===== src/rtl/step_seq_ctrl_pkg.sv =====
// Shared definitions for the setpoint sequencer: default widths and FSM encoding.
package step_seq_ctrl_pkg;

    localparam int DW    = 21;  // reference / target width
    localparam int TW    = 16;  // dwell counter width
    localparam int SEG_N = 8;   // table entries
    localparam int AW    = 3;   // table address width, clog2(SEG_N)

    typedef enum logic [2:0] {
        ST_IDLE  = 3'd0,
        ST_LOAD  = 3'd1,
        ST_RAMP  = 3'd2,
        ST_DWELL = 3'd3,
        ST_DONE  = 3'd4
    } state_t;

endpackage


===== src/rtl/step_seq_ctrl_if.sv =====
// Configuration, control and status bundle of the setpoint sequencer.
interface step_seq_ctrl_if
    import step_seq_ctrl_pkg::*;
#(
    parameter int P_DW = DW,
    parameter int P_TW = TW,
    parameter int P_AW = AW
);
    // table programming
    logic              cfg_we;
    logic [P_AW-1:0]   cfg_addr;
    logic [P_DW-1:0]   cfg_target;
    logic [P_TW-1:0]   cfg_dwell;
    // run control
    logic [P_DW-1:0]   slew;
    logic [P_AW:0]     num_seg;
    logic              loop_en;
    logic              start;
    logic              abort;
    // status
    logic [P_DW-1:0]   out;
    logic [P_AW-1:0]   seg_idx;
    logic              busy;
    logic              at_target;
    logic              done;

    modport master (
        output cfg_we, cfg_addr, cfg_target, cfg_dwell,
        output slew, num_seg, loop_en, start, abort,
        input  out, seg_idx, busy, at_target, done
    );

    modport slave (
        input  cfg_we, cfg_addr, cfg_target, cfg_dwell,
        input  slew, num_seg, loop_en, start, abort,
        output out, seg_idx, busy, at_target, done
    );

endinterface


===== src/rtl/step_slew_lim.sv =====
// Rate limiter: computes the next reference value one slew step toward the
// target. Purely combinational; the caller owns the output register.
module step_slew_lim #(
    parameter int DW = 21
) (
    input  logic [DW-1:0] out_i,       // current registered reference
    input  logic [DW-1:0] tgt_i,       // target for this segment
    input  logic [DW-1:0] slew_i,      // max change per clock, 0 = jump
    output logic [DW-1:0] next_out_o,  // value to register this cycle
    output logic          reached_o    // next_out_o equals tgt_i
);

    logic          up_s;
    logic [DW:0]   diff_s;
    logic          reached_s;

    // Distance at DW+1 bits so neither direction can wrap; a step never passes the target.
    always_comb begin
        up_s       = 1'b0;
        diff_s     = {(DW+1){1'b0}};
        reached_s  = 1'b0;
        next_out_o = out_i;
        up_s = (tgt_i >= out_i);
        if (up_s) begin
            diff_s = {1'b0, tgt_i} - {1'b0, out_i};
        end else begin
            diff_s = {1'b0, out_i} - {1'b0, tgt_i};
        end
        reached_s = (slew_i == {DW{1'b0}}) || (diff_s <= {1'b0, slew_i});
        if (reached_s) begin
            next_out_o = tgt_i;
        end else if (up_s) begin
            next_out_o = out_i + slew_i;
        end else begin
            next_out_o = out_i - slew_i;
        end
    end

    assign reached_o = reached_s;

endmodule


===== src/rtl/step_seq_ctrl.sv =====
// Setpoint sequencer: walks a small table of {target, dwell} segments,
// slewing the reference toward each target and then holding it.
module step_seq_ctrl
    import step_seq_ctrl_pkg::*;
#(
    parameter int DW    = step_seq_ctrl_pkg::DW,
    parameter int TW    = step_seq_ctrl_pkg::TW,
    parameter int SEG_N = step_seq_ctrl_pkg::SEG_N,
    parameter int AW    = step_seq_ctrl_pkg::AW
) (
    input  logic             clk,
    input  logic             rst,
    step_seq_ctrl_if.slave   bus
);

    localparam logic [AW-1:0] SEG_ONE  = {{(AW-1){1'b0}}, 1'b1};
    localparam logic [TW-1:0] DCNT_ONE = {{(TW-1){1'b0}}, 1'b1};

    // segment table (not reset: contents are undefined until written)
    logic [DW-1:0] tbl_target_q [SEG_N];
    logic [TW-1:0] tbl_dwell_q  [SEG_N];

    state_t        state_q;
    logic [DW-1:0] out_q;
    logic [DW-1:0] tgt_q;
    logic [TW-1:0] dcnt_q;
    logic [AW-1:0] seg_idx_q;
    logic          busy_q;
    logic          at_target_q;
    logic          done_q;

    logic [DW-1:0] out_d;
    logic          reached_s;
    logic          cfg_ok_s;
    logic [AW:0]   seg_next_s;
    logic          more_seg_s;

    step_slew_lim #(.DW(DW)) u_slew (
        .out_i      (out_q),
        .tgt_i      (tgt_q),
        .slew_i     (bus.slew),
        .next_out_o (out_d),
        .reached_o  (reached_s)
    );

    // Table write qualification and "another segment follows" decision.
    always_comb begin
        cfg_ok_s   = 1'b0;
        seg_next_s = {(AW+1){1'b0}};
        more_seg_s = 1'b0;
        if (bus.cfg_we && !busy_q && (32'(bus.cfg_addr) < 32'(SEG_N))) begin
            cfg_ok_s = 1'b1;
        end else begin
            cfg_ok_s = 1'b0;
        end
        seg_next_s = {1'b0, seg_idx_q} + {{AW{1'b0}}, 1'b1};
        more_seg_s = (seg_next_s < bus.num_seg);
    end

    // Table storage: writes land only while the sequencer is not running.
    always_ff @(posedge clk) begin
        if (cfg_ok_s) begin
            tbl_target_q[bus.cfg_addr] <= bus.cfg_target;
            tbl_dwell_q[bus.cfg_addr]  <= bus.cfg_dwell;
        end
    end

    // Sequencer FSM with registered reference and status outputs.
    always_ff @(posedge clk) begin
        if (rst) begin
            state_q     <= ST_IDLE;
            out_q       <= {DW{1'b0}};
            tgt_q       <= {DW{1'b0}};
            dcnt_q      <= {TW{1'b0}};
            seg_idx_q   <= {AW{1'b0}};
            busy_q      <= 1'b0;
            at_target_q <= 1'b0;
            done_q      <= 1'b0;
        end else begin
            done_q <= 1'b0;
            if (bus.abort) begin
                // freeze the reference and segment index where they are
                state_q     <= ST_IDLE;
                busy_q      <= 1'b0;
                at_target_q <= 1'b0;
            end else begin
                case (state_q)
                    ST_IDLE, ST_DONE: begin
                        if (bus.start) begin
                            if (bus.num_seg != {(AW+1){1'b0}}) begin
                                state_q   <= ST_LOAD;
                                seg_idx_q <= {AW{1'b0}};
                                busy_q    <= 1'b1;
                            end else begin
                                done_q <= 1'b1;
                            end
                        end
                    end
                    ST_LOAD: begin
                        tgt_q   <= tbl_target_q[seg_idx_q];
                        dcnt_q  <= tbl_dwell_q[seg_idx_q];
                        state_q <= ST_RAMP;
                    end
                    ST_RAMP: begin
                        out_q <= out_d;
                        if (reached_s) begin
                            state_q     <= ST_DWELL;
                            at_target_q <= 1'b1;
                        end
                    end
                    ST_DWELL: begin
                        // dwell of 0 or 1 both give a single DWELL cycle
                        if (dcnt_q > DCNT_ONE) begin
                            dcnt_q <= dcnt_q - DCNT_ONE;
                        end else begin
                            at_target_q <= 1'b0;
                            if (more_seg_s) begin
                                seg_idx_q <= seg_idx_q + SEG_ONE;
                                state_q   <= ST_LOAD;
                            end else if (bus.loop_en) begin
                                seg_idx_q <= {AW{1'b0}};
                                state_q   <= ST_LOAD;
                            end else begin
                                state_q <= ST_DONE;
                                busy_q  <= 1'b0;
                                done_q  <= 1'b1;
                            end
                        end
                    end
                    default: begin
                        state_q     <= ST_IDLE;
                        busy_q      <= 1'b0;
                        at_target_q <= 1'b0;
                    end
                endcase
            end
        end
    end

    assign bus.out       = out_q;
    assign bus.seg_idx   = seg_idx_q;
    assign bus.busy      = busy_q;
    assign bus.at_target = at_target_q;
    assign bus.done      = done_q;

endmodule


===== src/flat_wrapper.sv =====
// flat-port wrapper written by rule: the top's interface ports become plain ports
module step_seq_ctrl_flat import step_seq_ctrl_pkg::*;
#(
    parameter int DW    = step_seq_ctrl_pkg::DW,
    parameter int TW    = step_seq_ctrl_pkg::TW,
    parameter int SEG_N = step_seq_ctrl_pkg::SEG_N,
    parameter int AW    = step_seq_ctrl_pkg::AW
)
  (clk, rst, bus_cfg_we, bus_cfg_addr, bus_cfg_target, bus_cfg_dwell, bus_slew, bus_num_seg, bus_loop_en, bus_start, bus_abort, bus_out, bus_seg_idx, bus_busy, bus_at_target, bus_done);
  step_seq_ctrl_if bus_i ();
  input  logic clk;
  input  logic rst;
  input wire logic [$bits(bus_i.cfg_we)-1:0] bus_cfg_we;
  input wire logic [$bits(bus_i.cfg_addr)-1:0] bus_cfg_addr;
  input wire logic [$bits(bus_i.cfg_target)-1:0] bus_cfg_target;
  input wire logic [$bits(bus_i.cfg_dwell)-1:0] bus_cfg_dwell;
  input wire logic [$bits(bus_i.slew)-1:0] bus_slew;
  input wire logic [$bits(bus_i.num_seg)-1:0] bus_num_seg;
  input wire logic [$bits(bus_i.loop_en)-1:0] bus_loop_en;
  input wire logic [$bits(bus_i.start)-1:0] bus_start;
  input wire logic [$bits(bus_i.abort)-1:0] bus_abort;
  output wire logic [$bits(bus_i.out)-1:0] bus_out;
  output wire logic [$bits(bus_i.seg_idx)-1:0] bus_seg_idx;
  output wire logic [$bits(bus_i.busy)-1:0] bus_busy;
  output wire logic [$bits(bus_i.at_target)-1:0] bus_at_target;
  output wire logic [$bits(bus_i.done)-1:0] bus_done;
  assign bus_i.cfg_we = bus_cfg_we;
  assign bus_i.cfg_addr = bus_cfg_addr;
  assign bus_i.cfg_target = bus_cfg_target;
  assign bus_i.cfg_dwell = bus_cfg_dwell;
  assign bus_i.slew = bus_slew;
  assign bus_i.num_seg = bus_num_seg;
  assign bus_i.loop_en = bus_loop_en;
  assign bus_i.start = bus_start;
  assign bus_i.abort = bus_abort;
  assign bus_out = bus_i.out;
  assign bus_seg_idx = bus_i.seg_idx;
  assign bus_busy = bus_i.busy;
  assign bus_at_target = bus_i.at_target;
  assign bus_done = bus_i.done;
  step_seq_ctrl #(.DW(DW), .TW(TW), .SEG_N(SEG_N), .AW(AW)) u_core (.clk(clk), .rst(rst), .bus(bus_i));
endmodule

===== config.mk =====
export PLATFORM = sky130hd
export DESIGN_NAME = step_seq_ctrl_flat
export DESIGN_NICKNAME = d
export VERILOG_FILES = /design/src/rtl/step_seq_ctrl_pkg.sv /design/src/rtl/step_seq_ctrl_if.sv /design/src/rtl/step_slew_lim.sv /design/src/rtl/step_seq_ctrl.sv /design/src/flat_wrapper.sv
export SDC_FILE = /design/constraint.sdc
export NUM_CORES = 1
export LEC_CHECK = 0
export ABC_AREA = 1
export CELL_PAD_IN_SITES_DETAIL_PLACEMENT = 1
export CELL_PAD_IN_SITES_GLOBAL_PLACEMENT = 2
export CORE_MARGIN = 5
export CORE_UTILIZATION = 41
export CTS_CLUSTER_SIZE = 10
export DETAILED_ROUTE_END_ITERATION = 6
export PLACE_DENSITY = 0.83
export SKIP_LAST_GASP = 1
export SLEW_MARGIN = 20
export SYNTH_ARGS = -nofsm -noshare
export SYNTH_HDL_FRONTEND = slang
export SYNTH_HIERARCHICAL = 1
export SYNTH_SLANG_ARGS = --single-unit

===== constraint.sdc =====
create_clock -name clk -period 9.7 [get_ports clk]
set_input_delay 2.425 -clock clk [delete_from_list [all_inputs] [get_ports clk]]
set_output_delay 2.425 -clock clk [all_outputs]
set_load 0.1 [all_outputs]

After elaboration in Yosys (flattened, before gate mapping) --
Memory sizes are Yosys's and may differ from the RTL's. A register that Yosys moved wholly into a read port is not among the register bits. Index checks and enable logic that the tools add are counted.
Storage, ports and cells: register bits 46, memory bits (writable) 296, bits of input ports 71, output and inout port bits 27, memories 2
Operators by class: add/sub/neg operators 7, magnitude comparators 4, equality and inequality tests 12, multiplexer cells 38, bitwise logic cells 3, reductions and logical operators 19
Memories:
- u_core.tbl_target_q | depth 8, width 21, read ports 1, clocked after memory_dff 1, write ports 1, RTL line step_seq_ctrl.sv:20 | logic [DW-1:0] tbl_target_q [SEG_N];
- u_core.tbl_dwell_q | depth 8, width 16, read ports 1, clocked after memory_dff 1, write ports 1, RTL line step_seq_ctrl.sv:21 | logic [TW-1:0] tbl_dwell_q [SEG_N];
Operators by type and width (count):
- $sub 21x21->22 | 2
- $mux 21 | 2
- $mux 3 | 13
- $pmux 16 s2 | 1
- $le 22x21->1 | 1
- $mux 22 | 1
- $add 21x21->21 | 1
- $ge 21x21->1 | 1
- $logic_not 21->1 | 1
- $sub 21x21->21 | 1
- $gt 16x1->1 const B | 1
- $mux 16 | 1
- $sub 16x1->16 const B | 1
- $mux 1 | 15
- $pmux 3 s4 | 1
- $reduce_and 6->1 | 2
- $ne 2x2->1 const B | 4
- $eq 3x2->1 const B | 2
- $ne 2x1->1 const B | 3
- $pmux 1 s3 | 2
- $pmux 3 s2 | 1
- $reduce_and 3->1 | 2
- $reduce_or 2->1 | 3
- $add 3x1->4 const B | 1
- other kinds (16) | 20

Longest topological paths before layout --
word-level depth 7, depth in mapped cells 37, gate-level depth less buffers 34

Hierarchy --
The synthesis kept the hierarchy.
By module, submodules not included:
- step_seq_ctrl | instances 1, cells an instance 1345, area an instance 14846.7 sq um, sequential area each 10289.9 sq um
- step_slew_lim | instances 1, cells an instance 915, area an instance 5013.6 sq um, sequential area each 0.0 sq um

Worst setup path before layout --
Ideal clock, no wire load.
path type input to register, start input port bus_slew[1], end register u_core.out_q[19], in the netlist u_core/bus.out[19], data arrival time 4.765 ns, path slack 4.868 ns, cell stages on the path 18, buffers on the path 0, cells stage by stage inv_1 -> ha_1 -> nand3_1 -> nor3_2 -> nand4_1 -> nor3_1 -> a21oi_1 -> xor2_1 -> ha_1 -> nand2_1 -> nor3_1 -> nand4_1 -> nand3_1 -> xor2_1 -> nand3_1 -> nand2_1 -> nor2_1 -> nor2_1
On the way: word-level cells in the longest chain between the ends 3
Ends and longest elaborated chain:
- from (decl) | RTL line flat_wrapper.sv:17 | input wire logic [$bits(bus_i.slew)-1:0] bus_slew;
- $sub 21x21->21, or another cell as far along | RTL line step_slew_lim.sv:35 | next_out_o = out_i - slew_i;
- $mux 21 or $logic_or 1x1->1 (tied branches) | RTL line step_slew_lim.sv:32, step_slew_lim.sv:29
- $mux 21 (*) | RTL line step_slew_lim.sv:30 | if (reached_s) begin
- net u_core.out_d[19] | RTL line step_seq_ctrl.sv:32 | logic [DW-1:0] out_d;
- to (signal assigned) | RTL line step_seq_ctrl.sv:72 | out_q <= {DW{1'b0}};
- to (signal assigned) | RTL line step_seq_ctrl.sv:105 | out_q <= out_d;
- to (decl) | RTL line step_seq_ctrl.sv:24 | logic [DW-1:0] out_q;
The timed path passes the listed nets; every way through them passes the cells marked *. A chain may end at the register's enable or synchronous reset.

Worst setup path in the final report --
start input port bus_slew[0], end register u_core.state_q[2]
On the way: word-level cells in the longest chain between the ends 4
Ends and longest elaborated chain:
- $le 22x21->1 or $logic_not 21->1 (tied branches) | RTL line step_slew_lim.sv:29 | reached_s = (slew_i == {DW{1'b0}}) || (diff_s <= {1'b0, slew_i});
- $logic_or 1x1->1 (*) | RTL line step_slew_lim.sv:29
- net u_core.reached_s | RTL line step_seq_ctrl.sv:33 | logic reached_s;
- $ne 2x1->1 (no line) (*)
- $reduce_and 4->1 (no line) (*)
- to (signal assigned) | RTL line step_seq_ctrl.sv:71 | state_q <= ST_IDLE;
- to (signal assigned) | RTL line step_seq_ctrl.sv:83 | state_q <= ST_IDLE;
- to (signal assigned) | RTL line step_seq_ctrl.sv:91 | state_q <= ST_LOAD;
- to (decl) | RTL line step_seq_ctrl.sv:23 | state_t state_q;
Marked as above.

==> results.py <==
metrics = {
    "timing": {
        "slew_violations": 0,
        "tightest_slew_ps": 1080,
        "rsz0062_at_grt": "false",
        "period_share_pct": 61.2,
        "fin_ws_ps": 3770,
        "period_needed_ps": 5930,
        "whs_ps": 473,
        "relSlewSlack_pct": 27.8,
        "setup-violations-final": 0,
        "finClkSkew_ps": 17.2,
        "tns_ps": 0,
        "fmax_ghz": 0.169,
        "hold_violations": 0,
    },
    "detailed_routing": {
        "drt_wl_total_um": 62300,
        "wl_per_cell_um": 20.9,
        "ant_nets": 0,
        "drtPass1Iterations": 5,
        "first_iter_violations": 1184,
        "vias": 16048,
        "drc": 0,
        "viasPerCell": 5.39,
    },
    "clock_network": {
        "post_cts_buffers": 0,
        "worstSkewPairLatency_ps": 570,
        "cts_root_buffer": "clkbuf_16",
        "clk_pin_slew_ps": 60,
        "clock_path_buffers": 3,
        "clock_sink_count": 366,
        "cts_tree": "yes",
        "cts_inserted_buffers": 44,
        "cts.hold.buffers_added": 0,
        "htreeDepth": 2,
        "cts_resized": 0,
    },
    "placed_design": {
        "postPlaceCellArea_sq_mm": 0.0214,
        "pre_cts_ws_ps": 3320,
        "gp_congestion": 0.926,
        "dp_cells": 2906,
        "io_buffer_count": 97,
        "dp_hpwl_um": 43000,
    },
    "die": {
        "rows": 80,
        "fp.dieW_um": 230,
        "die_y_um": 230,
        "dieArea_sq_mm": 0.0529,
        "coreArea_sq_mm": 0.0478,
        "initial_core_util_pct": 41.5,
        "io_pins": 98,
    },
    "global_route": {
        "met2_usage_pct": 37.8,
        "grt_pass1_vias": 16528,
        "overflow": 0,
        "grt_busiest_layer": "met2",
        "grt_pass1_wl_um": 95900,
        "track_usage_pct": 23.1,
        "grtUsageMet1_pct": 31.9,
        "antenna_found_initial": 2,
        "gr-usage-met3_pct": 3.50,
        "grt_start_max_net_pins": 88,
    },
    "setup_path": {
        "worstPathRequired_ps": 10190,
        "worst_setup_path_start_kind": "input port",
        "cp-endpoint": "u_core/state_q[2]",
        "r2r_slack_ps": 3800,
        "path_class": "in2reg",
        "r2r_start": "u_core/bus.out[3]",
        "timing.rr.end": "u_core/state_q[2]",
        "cp.arrival_ps": 6420,
        "cp-end-kind": "flip-flop",
        "crit_start": "bus_slew[0]",
        "cp_max_fo": 22,
        "reg2regPathDepth": 32,
    },
    "job": {
        "max-cap-violations": 0,
    },
    "yosys": {
        "syn_inst": 2260,
        "seq_area_frac_synth_pct": 51.8,
        "yosysMostFrequentCell": "nor2_1",
        "ys_types": 46,
        "yosysWarnings": 6,
        "synth_edf_count": 296,
        "yosys_register_bits": 366,
        "syn_nets": 2424,
        "async_flop_share_pct": 0,
        "syn_avg_cell_area_sq_um": 8.79,
        "synth_area_leaders": "edfxtp_1 (45%), nor2_1 (7.9%), nand2_1 (7.4%)",
        "yosys.area.top_type": "edfxtp_1",
        "ys.flop_type": "edfxtp_1",
        "synth_top_cell_area_share_pct": 44.8,
        "syn_area_sq_mm": 0.0199,
        "ys_top_cells_by_count": "nor2_1 (418), nand2_1 (394), edfxtp_1 (296), o21ai_0 (198), inv_1 (193)",
    },
    "final_layout": {
        "drive_above_1_share_pct": 5.71,
        "final_cells": 2979,
        "fin_util_pct": 47.3,
        "nets": 2501,
        "fin_area_sq_mm": 0.0226,
        "syn_to_final_growth_pct": 14.0,
    },
    "hold_path": {
        "hp-class": "reg2reg",
    },
    "power_and_ir_drop": {
        "p_leak_nw": 9.17,
        "power_mw": 4.65,
        "power_density_mw_per_mm2": 206,
        "vdd_drop_max_mv": 0.155,
    },
    "outcome": {
        "status": "completed",
    },
}
==> metal layers <==
layer  vias to the layer above  wire length (um)
met5                         -                13
met4                         2              1800
met3                        80              2800
met2                       332             28700
met1                      7852             29000
li1                       7782                 -
==> logic make-up (layout without fill, tap and decap cells) <==
logic type / count (synthesis) / in the layout / share of synthesized area (%)
mux: 1 / 1 / 0.0504
other cells: 0 / 1 / 0
buf+inv: 290 / 393 / 6.14
flops: 366 / 366 / 51.8
xor+xnor: 60 / 60 / 2.65
compound gates: 431 / 431 / 11.8
simple gates: 1019 / 1019 / 21.5
fa+ha+maj: 93 / 93 / 5.97
==> cell type report <==
type / count / area [sq um]
well taps: 615 / 769
clock inverters: 7 / 72.6
repair buffers: 117 / 1120
diodes: 1 / 2.50
flip-flops and latches: 366 / 10300
fillers: 5571 / 25200
inverters: 204 / 768
multi-input cells: 1604 / 8410
clock buffers: 65 / 1190
==> registers in the layout (all words and copies together), names as in the netlist, named ones only <==
signal                count
u_core/dcnt_q            16
u_core/tgt_q             21
u_core/bus.out           21
u_core/bus.busy           1
u_core/bus.done           1
u_core/bus.seg_idx        3
u_core/tbl_dwell_q      128
u_core/state_q            3
u_core/bus.at_target      1
u_core/tbl_target_q     168
==> cells in the final DEF (no fill, tap or decap), types with 2 or more instances in the layout <==
cell type	netlist	layout
edfxtp_1	296	296
a21boi_0	3	3
nand2_1	394	394
nand3b_1	2	2
nor3_1	8	8
nor2_1	418	409
inv_1	193	193
ha_1	90	90
xor2_1	48	48
inv_2	10	10
nor2_2	9	10
o21ai_1	36	36
o21ai_0	198	198
dfxtp_1	70	67
nor3_2	3	3
o211ai_1	52	52
a21o_1	6	6
clkbuf_1	41	20
dfxtp_2	0	3
nand3_1	133	133
clkinv_4	0	2
and3_1	2	2
nand3_2	5	5
nor2_4	5	13
clkbuf_16	0	44
fa_1	3	3
nand4_1	20	20
clkinv_2	0	2
buf_4	11	20
nand2_4	6	6
o21bai_1	8	8
o22ai_1	4	4
clkdlybuf4s50_1	0	97
a31oi_1	8	8
a21oi_1	114	114
xnor2_1	12	12
nand2_2	9	9
==> report_power, final <==
part	switching (mW)	internal [mW]	total (mW)
sequential	0.0222	1.74	1.76
clock	0.621	0.848	1.47
combinational	0.985	0.439	1.42
==> worst max-delay path: stages <==
cell,delay [ps]
clkdlybuf4s50_1,480
inv_1,100
ha_1,160
nand3_1,150
nor3_2,210
nand4_1,230
nor3_1,470
nand4_1,860
nand2_4,590
nor2_1,120
nor2_1,200
nand2_4,70
or2_1,220
a21oi_1,130
==> worst min path at each step <==
| stage | start | endpoint | slack [ps] | cells past startpoint |
|---|---|---|---|---|
| global route | u_core/bus.at_target | u_core/bus.at_target | 510 | 2 |
| finish | u_core/bus.at_target | u_core/bus.at_target | 470 | 2 |
| global placement | u_core/bus.at_target | u_core/bus.at_target | 460 | 2 |
| floorplan | u_core/state_q[2] | u_core/state_q[2] | 450 | 2 |
| CTS | u_core/bus.at_target | u_core/bus.at_target | 480 | 2 |
| detailed placement | u_core/bus.at_target | u_core/bus.at_target | 460 | 2 |
No activity file was read; power rests on OpenSTA's default activity.
